`src/rtl/sram_pkg.sv`:
```
// sram_pkg: shared FSM state encoding and default data-memory base address
// for the 32-bit-CPU to 16-bit-SRAM controller.
package sram_pkg;
    typedef enum logic [1:0] {IDLE, LO, HI, DONE} state_t;
    localparam logic [31:0] SRAM_BASE_ADDR = 32'd1024;
endpackage

```
`src/rtl/sram_wait_cnt.sv`:
```
// sram_wait_cnt: 4-bit wait-state counter timing one SRAM half-access.
// Ports:
//   clk     - clock, rising edge
//   rst     - synchronous reset, active-low
//   i_clr   - clear counter to 0 (asserted on every state entry)
//   i_tick  - advance counter by one
//   o_last  - high in the final cycle of a WAIT_CYCLES-long half-access
module sram_wait_cnt #(
    parameter int WAIT_CYCLES = 4
)(
    input  logic clk,
    input  logic rst,
    input  logic i_clr,
    input  logic i_tick,
    output logic o_last
);
    logic [3:0] r_cnt;
    always_ff @(posedge clk) begin
        if (!rst)
            r_cnt <= 4'd0;
        else
            r_cnt <= i_clr ? 4'd0 : (i_tick ? r_cnt + 4'd1 : r_cnt);
    end
    assign o_last = (r_cnt == 4'(WAIT_CYCLES - 1));
endmodule

```
`src/rtl/sram_ctrl.sv`:
```
// sram_ctrl: splits 32-bit CPU loads/stores into two timed 16-bit SRAM accesses.
// Optional macro SRAM_CTRL_ERR_EN enables an address range check with err pulse.
// Ports:
//   clk, rst           - clock (rising edge), synchronous active-low reset
//   wr_en, rd_en       - MEM-stage store/load requests (level)
//   address            - CPU byte address
//   write_data         - store data
//   read_data          - load data, valid while ready=1 in DONE
//   ready              - 0 freezes the pipeline
//   err                - out-of-range pulse (0 unless SRAM_CTRL_ERR_EN)
//   sram_addr          - SRAM half-word address
//   sram_dq_out/_in    - SRAM write/read data
//   sram_dq_oe         - drive sram_dq_out onto the pad
//   sram_we_n          - SRAM write strobe, active-low
module sram_ctrl
    import sram_pkg::*;
#(
    parameter int          WAIT_CYCLES = 4,
    parameter logic [31:0] BASE_ADDR   = SRAM_BASE_ADDR
)(
    input  logic        clk,
    input  logic        rst,
    input  logic        wr_en,
    input  logic        rd_en,
    input  logic [31:0] address,
    input  logic [31:0] write_data,
    output logic [31:0] read_data,
    output logic        ready,
    output logic        err,
    output logic [17:0] sram_addr,
    output logic [15:0] sram_dq_out,
    input  logic [15:0] sram_dq_in,
    output logic        sram_dq_oe,
    output logic        sram_we_n
);
    state_t      r_state, w_next;
    logic        r_op_wr;
    logic [16:0] r_waddr;
    logic [31:0] r_wdata, r_data;
    logic        w_req, w_act, w_last, w_oor;
    logic [16:0] w_waddr;

    assign w_req   = wr_en | rd_en;
    assign w_act   = (r_state == LO) || (r_state == HI);
    assign w_waddr = 17'((address - BASE_ADDR) >> 2);

`ifdef SRAM_CTRL_ERR_EN
    logic r_err;
    // waddr >= 2^17 is equivalent to a byte offset >= 2^19
    assign w_oor = (address < BASE_ADDR) || ((address - BASE_ADDR) >= 32'h0008_0000);
    always_ff @(posedge clk) begin
        if (!rst)
            r_err <= 1'b0;
        else
            r_err <= (r_state == IDLE) && w_req && w_oor;
    end
    assign err = r_err;
`else
    assign w_oor = 1'b0;
    assign err   = 1'b0;
`endif

    sram_wait_cnt #(.WAIT_CYCLES(WAIT_CYCLES)) u_wait (
        .clk    (clk),
        .rst    (rst),
        .i_clr  (w_next != r_state),
        .i_tick (w_act),
        .o_last (w_last)
    );

    always_comb begin
        w_next = r_state;
        case (r_state)
            IDLE:    if (w_req) w_next = w_oor ? DONE : LO;
            LO:      if (w_last) w_next = HI;
            HI:      if (w_last) w_next = DONE;
            default: w_next = IDLE;
        endcase
    end

    // Store data is latched so a request dropped mid-access still writes the original word
    always_ff @(posedge clk) begin
        if (!rst) begin
            r_state <= IDLE;
            r_data  <= 32'd0;
        end else begin
            r_state <= w_next;
            if (r_state == IDLE && w_req) begin
                r_op_wr <= wr_en;
                r_waddr <= w_waddr;
                r_wdata <= write_data;
            end
            if (!r_op_wr && w_last && r_state == LO)
                r_data[15:0] <= sram_dq_in;
            if (!r_op_wr && w_last && r_state == HI)
                r_data[31:16] <= sram_dq_in;
        end
    end

    assign read_data   = r_data;
    assign ready       = !(w_act || (w_req && r_state != DONE));
    assign sram_addr   = w_act ? {r_waddr, r_state == HI} : 18'd0;
    assign sram_dq_out = (r_state == HI) ? r_wdata[31:16] : r_wdata[15:0];
    assign sram_dq_oe  = w_act && r_op_wr;
    assign sram_we_n   = !(w_act && r_op_wr && !w_last);
endmodule

```
`config.mk`:
```
export PLATFORM = sky130hd
export DESIGN_NAME = sram_ctrl
export DESIGN_NICKNAME = d
export VERILOG_FILES = /design/src/rtl/sram_pkg.sv /design/src/rtl/sram_wait_cnt.sv /design/src/rtl/sram_ctrl.sv
export SDC_FILE = /design/constraint.sdc
export NUM_CORES = 1
export LEC_CHECK = 0
export CORE_ASPECT_RATIO = 0.75
export CORE_MARGIN = 3
export CORE_UTILIZATION = 38
export CTS_CLUSTER_SIZE = 24
export DETAILED_ROUTE_END_ITERATION = 8
export PLACE_DENSITY_LB_ADDON = 0.12
export REMOVE_ABC_BUFFERS = 1
export SETUP_SLACK_MARGIN = 0.02
export SYNTH_ARGS = -nofsm -noshare
export SYNTH_HDL_FRONTEND = slang
export SYNTH_HIERARCHICAL = 1
export SYNTH_SLANG_ARGS = --single-unit
```
`constraint.sdc`:
```
create_clock -name clk -period 3.4 [get_ports clk]
set_input_delay 0.68 -clock clk [delete_from_list [all_inputs] [get_ports clk]]
set_output_delay 0.68 -clock clk [all_outputs]
set_load 0.05 [all_outputs]
```
Word-level counts from Yosys, hierarchy flattened

Index checks and enable logic that the tools add are counted.
Widths: inputs -> output; s select.

Register bits after elaboration: 88
Input bits: 84
Output and inout bits: 70
Word-level logic and storage cells: 38

$add $sub $neg: 2
Equal/unequal tests: 5
Multiplexer cells: 6
Bitwise operators: 2
Reductions and logical operators: 16

Operators with widths:

| cell                   | count |
|---|---|
| $sub 19x11->19 const B | 1 |
| $mux 18                | 1 |
| $mux 16                | 1 |
| $logic_and 1x1->1      | 7 |
| $mux 2                 | 3 |
| $pmux 2 s3             | 1 |
| $add 4x1->4 const B    | 1 |
| $eq 4x2->1 const B     | 1 |
| $logic_not 1->1        | 4 |
| $eq 2x1->1 const B     | 1 |
| $eq 2x2->1 const B     | 1 |
| $logic_not 2->1        | 1 |
| $logic_or 1x1->1       | 2 |
| $ne 2x2->1             | 1 |
| $ne 2x2->1 const B     | 1 |
| $reduce_and 2->1       | 1 |
| $reduce_or 2->1        | 1 |
| $not 1->1              | 1 |
| $or 1x1->1             | 1 |

Logic depth before layout (Yosys ltp)

Gate-level depths: netlist of the first run.

Depth in word-level cells: 5
Mapped depth: 8
Depth with buffers taken out: 7

By module

Netlist of the first run, hierarchy kept.

Modules (own cells, without submodules):

| module        | times used | cells an instance | area an instance (µm²) | sequential area each (µm²) |
|---|---|---|---|---|
| sram_ctrl     | 1          | 288               | 3379.5                 | 2182.1 |
| sram_wait_cnt | 1          | 18                | 188.9                  | 80.1 |

Least setup slack after synthesis of the first run

Ideal clock, no wire load.

Path kind: input to register
Start point: in rst
End point: reg r_op_wr (enable)
Library setup time: 0.458 ns
Arrival time: 3.071 ns
Required time: 2.942 ns
Slack: -0.129 ns
Cell stages on the path: 3
Buffers on the path: 1
Path through: inv_1 -> clkbuf_1 -> nor2_1

Longest elaborated chain between the ends: 1

Ends and longest elaborated chain:

| element                    | RTL line        | text |
|---|---|---|
| from (decl)                | sram_ctrl.sv:22 | `input logic rst,` |
| $reduce_and 2->1 (no line) | --              |  |
| to (signal assigned)       | sram_ctrl.sv:89 | `r_op_wr <= wr_en;` |
| to (decl)                  | sram_ctrl.sv:37 | `logic r_op_wr;` |

No other way between the ends.
A chain may end at the register's enable or synchronous reset.

Worst setup path in the final report of the first run

Start point: reg r_state[0]
End point: out sram_dq_out[4]

Longest elaborated chain between the ends: 2

Ends and longest elaborated chain:

| element                | RTL line         | text |
|---|---|---|
| from (decl)            | sram_ctrl.sv:36  | `state_t r_state, w_next;` |
| from (signal assigned) | sram_ctrl.sv:87  | `r_state <= w_next;` |
| $eq 2x2->1             | sram_ctrl.sv:103 | `assign sram_dq_out = (r_state == HI) ? r_wdata[31:16] : r_wdata[15:0];` |
| $mux 16                | sram_ctrl.sv:103 |  |
| to (decl)              | sram_ctrl.sv:31  | `output logic [15:0] sram_dq_out,` |

No other way between the ends.

==> impl_metrics.py, run 1 <==
metrics = {
    "status": {
        "status": "complete, no violations",
    },
    "setup_path": {
        "rr_worst_depth": 8,
        "startpoint_type": "flop",
        "crit_path_end_kind": "output pin",
        "cp.required_ns": 2.72,
        "r2r_end": "u_wait/r_cnt[3]$_SDFFE_PP0P_",
        "crit_fanout": 16,
        "slowest_delay_ns": 0.71,
        "critPathArrivalTime_ns": 2.49,
        "crit_path_cell_trace": "inv_1 > ha_2 > mux2_2 > clkdlybuf4s50_1",
        "startpoint": "r_state[0]$_SDFF_PN0_",
        "rrSetupSlack_ns": 0.90,
        "worstSetupEndpoint": "sram_dq_out[4]",
        "slowest_stage": "clkdlybuf4s50_1",
        "crit_type": "reg2out",
        "reg2reg_from": "r_state[0]$_SDFF_PN0_",
    },
    "place": {
        "place_area_um2": 5040,
        "hpwl_um": 6020,
        "io_buffers": 137,
        "dpl.cell_count": 559,
        "globalplace.congestion": 0.760,
    },
    "layout": {
        "nNetsFinal": 538,
        "final_cell_mix": "clkdlybuf4s50_1 (116), nand2_1 (66), edfxtp_1 (50), dfxtp_1 (38), a21oi_1 (34)",
        "n_fill_cell": 764,
        "drive_gt1_frac": 0.137,
        "insertedDiodeCount": 0,
        "seqCellArea_um2": 2260,
        "finalNonFillerCells": 575,
        "final_cell_area_um2": 5330,
        "final_common_cell": "clkdlybuf4s50_1",
        "multiInputGateArea_um2": 1210,
        "area_delta_synth_final_pct": 49.4,
    },
    "sta": {
        "whs_ns": 0.452,
        "max_freq_ghz": 0.316,
        "period_share": 0.931,
        "hold_viol_final": 0,
        "grt_setup_unrepaired": "false",
        "setup_viol": 0,
        "worstMarginPinSlew_ns": 0.770,
        "skew_ns": 0.00686,
        "relSlewSlack": 0.485,
        "slew_violations": 0,
        "period_needed_ns": 3.17,
    },
    "die": {
        "ios": 154,
        "die_w_um": 118,
        "design.die.area_um2": 10600,
        "num_rows": 29,
        "initial_core_util": 0.406,
        "core_area_um2": 8780,
        "die_h_um": 89.9,
    },
    "clock_tree": {
        "ctsHoldBuffers": 0,
        "cts.repair.resized": 1,
        "htreeDepth": 3,
        "clock_path_buffers": 2,
        "cts.reportedPaths.clkPinSlew_ns": 0.06,
        "worstSkewPairLatency_ns": 0.34,
        "cts_sinks": 88,
        "cts_tree": "done",
        "post-cts-setup-buffers": 0,
        "cts_buffers": 9,
        "cts-root-buf": "clkbuf_16",
    },
    "logic_synthesis": {
        "synth_edf_count": 50,
        "seq_area_frac_synth": 0.634,
        "synthCells": 306,
        "yosys_most_used_dff": "edfxtp_1",
        "ys_ff_latch": 88,
        "synth_cell_type_count": 39,
        "ys_warn_count": 6,
        "syn-cell-area_um2": 3570,
        "async_flop_share": 0,
        "avgSynthCellArea_um2": 11.7,
    },
    "drt": {
        "drt_pre_antenna_iters": 4,
        "vias": 2682,
        "drc_errors": 0,
        "antenna_left": 0,
        "wirelength_um": 8220,
        "vias_per_cell": 4.66,
        "wl_per_cell_um": 14.3,
        "drt-initial-drc-count": 137,
    },
    "global_routing": {
        "grt_use_total": 0.160,
        "overflow": 0,
        "first_global_vias": 2634,
        "grt_first_pass_wirelength_um": 13400,
        "grt_max_degree": 43,
        "antenna_found_initial": 0,
    },
    "power": {
        "p_leak_nw": 1.90,
        "ir_worst_vdd_mv": 0.353,
        "power.density_nw_per_um2": 461,
    },
    "flow_run": {
        "drv_cap": 0,
    },
    "hold_path": {
        "worstHoldPathType": "reg2reg",
    },
}
area by class of cell:
cell class	count	area share
sequential	88	0.424
multi-input combinational	194	0.227
clock buffer	12	0.0444
inverter	9	0.00634
clock inverter	4	0.00869
timing repair buffer	144	0.260
tap	124	0.0291
Yosys cell counts (3+ instances only):
| master | count | area share |
|---|---|---|
| nand2_1 | 66 | 0.069 |
| edfxtp_1 | 50 | 0.42 |
| dfxtp_1 | 38 | 0.21 |
| a21oi_1 | 34 | 0.048 |
| and2_1 | 18 | 0.032 |
| mux2_2 | 16 | 0.050 |
| inv_1 | 9 | 0.0095 |
| ha_1 | 8 | 0.028 |
| nor2_1 | 8 | 0.0084 |
| buf_2 | 6 | 0.0084 |
| clkbuf_1 | 6 | 0.0063 |
| xor2_1 | 6 | 0.015 |
| nand3b_1 | 4 | 0.0084 |
| nor3b_1 | 3 | 0.0063 |
| o21ai_0 | 3 | 0.0042 |
worst min path at each step:
stage | from | endpoint | cells past startpoint
floorplan | u_wait/r_cnt[3]$_SDFFE_PP0P_ | u_wait/r_cnt[3]$_SDFFE_PP0P_ | 2
global placement | read_data[14]$_SDFFE_PN0P_ | read_data[14]$_SDFFE_PN0P_ | 2
detailed placement | read_data[23]$_SDFFE_PN0P_ | read_data[23]$_SDFFE_PN0P_ | 2
CTS | read_data[23]$_SDFFE_PN0P_ | read_data[23]$_SDFFE_PN0P_ | 2
global route | read_data[29]$_SDFFE_PN0P_ | read_data[29]$_SDFFE_PN0P_ | 2
finish | read_data[13]$_SDFFE_PN0P_ | read_data[13]$_SDFFE_PN0P_ | 2
metrics by stage:
stage	total power, mW	setup WS [ns]	TNS (ns)	utilization
after floorplan	1.38	-0.219	-10.97	-
after global placement	1.54	0.343	0	0.575
after detailed placement	1.55	0.331	0	0.575
after CTS	2.50	0.203	0	0.607
after global routing	2.57	0.103	0	0.607
final	2.46	0.235	0	0.607
sequential cells by signal, summed over array words and instances, names as in the netlist:
signal / cells
r_wdata: 32
read_data: 32
r_waddr: 17
u_wait/r_cnt: 4
r_state: 2
r_op_wr: 1
cells by family after synthesis:
kind of cell / Yosys count / share of synthesized area
fa+ha+maj: 8 / 0.0281
xor+xnor: 8 / 0.0196
flops: 88 / 0.634
other cells: 1 / 0.00105
simple gates: 114 / 0.162
buf+inv: 24 / 0.0291
mux: 18 / 0.0561
compound gates: 45 / 0.0698
per-layer routing:
metal | GRT usage | part of all wire | vias up
met5 | 0 | 0 | -
li1 | - | - | 1335
met4 | 0.0566 | 0.014 | 0
met1 | 0.191 | 0.41 | 1244
met2 | 0.252 | 0.48 | 92
met3 | 0.0803 | 0.095 | 11
worst max-delay path: cells and delay by family (launching register included):
kind / cells / cell delay (ns)
multiplexers: 1 / 0.39
buffers and inverters: 2 / 0.89
flip-flops: 1 / 0.39
adder cells (fa/ha/maj): 1 / 0.46
where the power goes:
group | switching (mW) | total, mW | internal [mW]
registers | 0.0117 | 1.18 | 1.17
clock network | 0.371 | 0.937 | 0.566
logic | 0.190 | 0.337 | 0.146
Note: power is estimated with default switching activity, not from simulation.
==> run 2, diff against run 1 <==
- ABC_CLOCK_PERIOD_IN_PS: not set -> 3400
==> results of run 2 <==
Final layout, timing and power as in run 1 (identical DEF).
==> run 3, diff against run 2 <==
- CORE_ASPECT_RATIO: 0.75 -> not set
- CORE_MARGIN: 3 -> not set
==> run 3 against run 2 <==
- final area shrank 1.4%
- via count shrank 0.67%
- critical path type unchanged
- critical endpoint is now sram_dq_out[13]
- utilization shrank 1.6 points
- largest power group unchanged
- sequential power is essentially flat
==> impl_metrics.py, run 3 (same netlist as run 1, synthesis figures left out) <==
metrics = {
    "place": {
        "place_ws_ns": 0.258,
        "globalplace.congestion": 0.770,
        "dpl.cell_count": 543,
        "hpwl_um": 5460,
        "io_buffers": 137,
    },
    "setup_path": {
        "rr_worst_depth": 8,
        "crit_path_end_kind": "output pin",
        "crit_type": "reg2out",
        "cp.required_ns": 2.72,
        "r2r_end": "u_wait/r_cnt[3]$_SDFFE_PP0P_",
        "reg2reg_from": "r_state[0]$_SDFF_PN0_",
        "rrSetupSlack_ns": 0.87,
        "critPathArrivalTime_ns": 2.52,
        "startpoint_type": "flop",
        "crit_fanout": 17,
    },
    "global_routing": {
        "grt_use_met1": 0.207,
        "antenna_found_initial": 0,
        "grt_first_pass_wirelength_um": 12500,
        "grt_max_degree": 34,
        "grtUsageMet3": 0.0567,
        "grt_use_total": 0.164,
        "overflow": 0,
        "grt_busiest_layer": "met2",
        "first_global_vias": 2637,
        "grt.met2_usage": 0.260,
    },
    "sta": {
        "grt_setup_unrepaired": "false",
        "setup_viol": 0,
        "hold_viol_final": 0,
        "fin_setup_tns_ns": 0,
        "whs_ns": 0.455,
        "max_freq_ghz": 0.313,
        "period_share": 0.941,
        "fin_ws_ns": 0.201,
        "slew_violations": 0,
        "skew_ns": 0.0144,
        "relSlewSlack": 0.541,
        "worstMarginPinSlew_ns": 0.686,
        "period_needed_ns": 3.20,
    },
    "clock_tree": {
        "worstSkewPairLatency_ns": 0.35,
        "cts-root-buf": "clkbuf_8",
        "cts_buffers": 9,
        "cts_sinks": 88,
        "cts_tree": "done",
        "htreeDepth": 3,
        "cts.reportedPaths.clkPinSlew_ns": 0.09,
        "clock_path_buffers": 2,
    },
    "drt": {
        "drt_pre_antenna_iters": 4,
        "drt-initial-drc-count": 52,
        "vias_per_cell": 4.77,
        "vias": 2664,
        "wl_per_cell_um": 13.8,
        "wirelength_um": 7720,
        "drc_errors": 0,
        "antenna_left": 0,
    },
    "power": {
        "power.density_nw_per_um2": 416,
        "p_leak_nw": 1.83,
        "ir_worst_vdd_mv": 0.241,
        "power.total_mw": 2.18,
    },
    "die": {
        "initial_core_util": 0.401,
        "die_h_um": 98.9,
        "ios": 154,
        "core_area_um2": 8890,
        "design.die.area_um2": 9780,
        "die_w_um": 98.9,
        "num_rows": 34,
    },
    "layout": {
        "seqCellArea_um2": 2260,
        "final_common_cell": "clkdlybuf4s50_1",
        "insertedDiodeCount": 0,
        "finalNonFillerCells": 559,
        "area_delta_synth_final_pct": 47.3,
        "n_fill_cell": 762,
        "final_cell_mix": "clkdlybuf4s50_1 (133), nand2_1 (66), edfxtp_1 (50), dfxtp_1 (38), a21oi_1 (34)",
        "multiInputGateArea_um2": 1210,
        "drive_gt1_frac": 0.104,
        "nNetsFinal": 538,
    },
    "status": {
        "status": "complete, no violations",
    },
    "flow_run": {
        "drv_cap": 0,
    },
    "hold_path": {
        "worstHoldPathType": "reg2reg",
        "hold_path_end": "read_data[6]$_SDFFE_PN0P_",
        "min-delay-start": "read_data[6]$_SDFFE_PN0P_",
        "whs_path_depth": 2,
    },
}
==> run 3: power by group <==
part / switching (mW) / total [mW] / internal, mW / leakage, nW
combinational: 0.191 / 0.344 / 0.153 / 0.966
clock: 0.385 / 0.658 / 0.273 / 0.0854
sequential: 0.0118 / 1.18 / 1.17 / 0.776
==> run 3: through the flow <==
| stage | area (um2) | util |
|---|---|---|
| 2_1_floorplan | 3500 | - |
| 3_3_place_gp | 5070 | 0.570 |
| 3_5_place_dp | 5070 | 0.570 |
| 4_1_cts | 5250 | 0.591 |
| 5_1_grt | 5260 | 0.591 |
| 6_report | 5260 | 0.591 |
==> run 3: repair_timing <==
item,CTS,global route
pin swaps,0,0
buffers inserted,0,0
gates resized for setup,1,1
setup endpoints to repair,15,1
hold buffers,0,0
==> run 3: worst max-delay path by stage <==
stage / start / endpoint / slack (ns) / depth (start not counted)
floorplan: rst / r_op_wr$_DFFE_PP_ / -0.22 / 2
global placement: r_state[0]$_SDFF_PN0_ / sram_dq_out[13] / 0.29 / 4
detailed placement: r_state[0]$_SDFF_PN0_ / sram_dq_out[8] / 0.26 / 4
CTS: r_state[0]$_SDFF_PN0_ / sram_we_n / 0.11 / 6
global route: r_state[0]$_SDFF_PN0_ / sram_dq_out[13] / 0.02 / 4
finish: r_state[0]$_SDFF_PN0_ / sram_dq_out[13] / 0.20 / 4
==> run 3: worst max-delay path, cell delays in order (launching register included) <==
cell and delay (ns):
dfxtp_1 0.40, inv_1 0.18, ha_2 0.50, mux2_2 0.40, clkdlybuf4s50_1 0.70
==> run 3: per-layer routing <==
layer	wire, um	vias to the layer above
met5	0	-
met4	58	0
met3	626	4
met2	3630	99
met1	3400	1231
li1	-	1330
==> run 3: area by class of cell <==
cell class,instances,area share
clock buffers,9,0.0236
clock inverters,7,0.0107
inverters,9,0.00643
multi-input cells,194,0.231
flip-flops and latches,88,0.430
well taps,108,0.0257
repair buffers,144,0.272
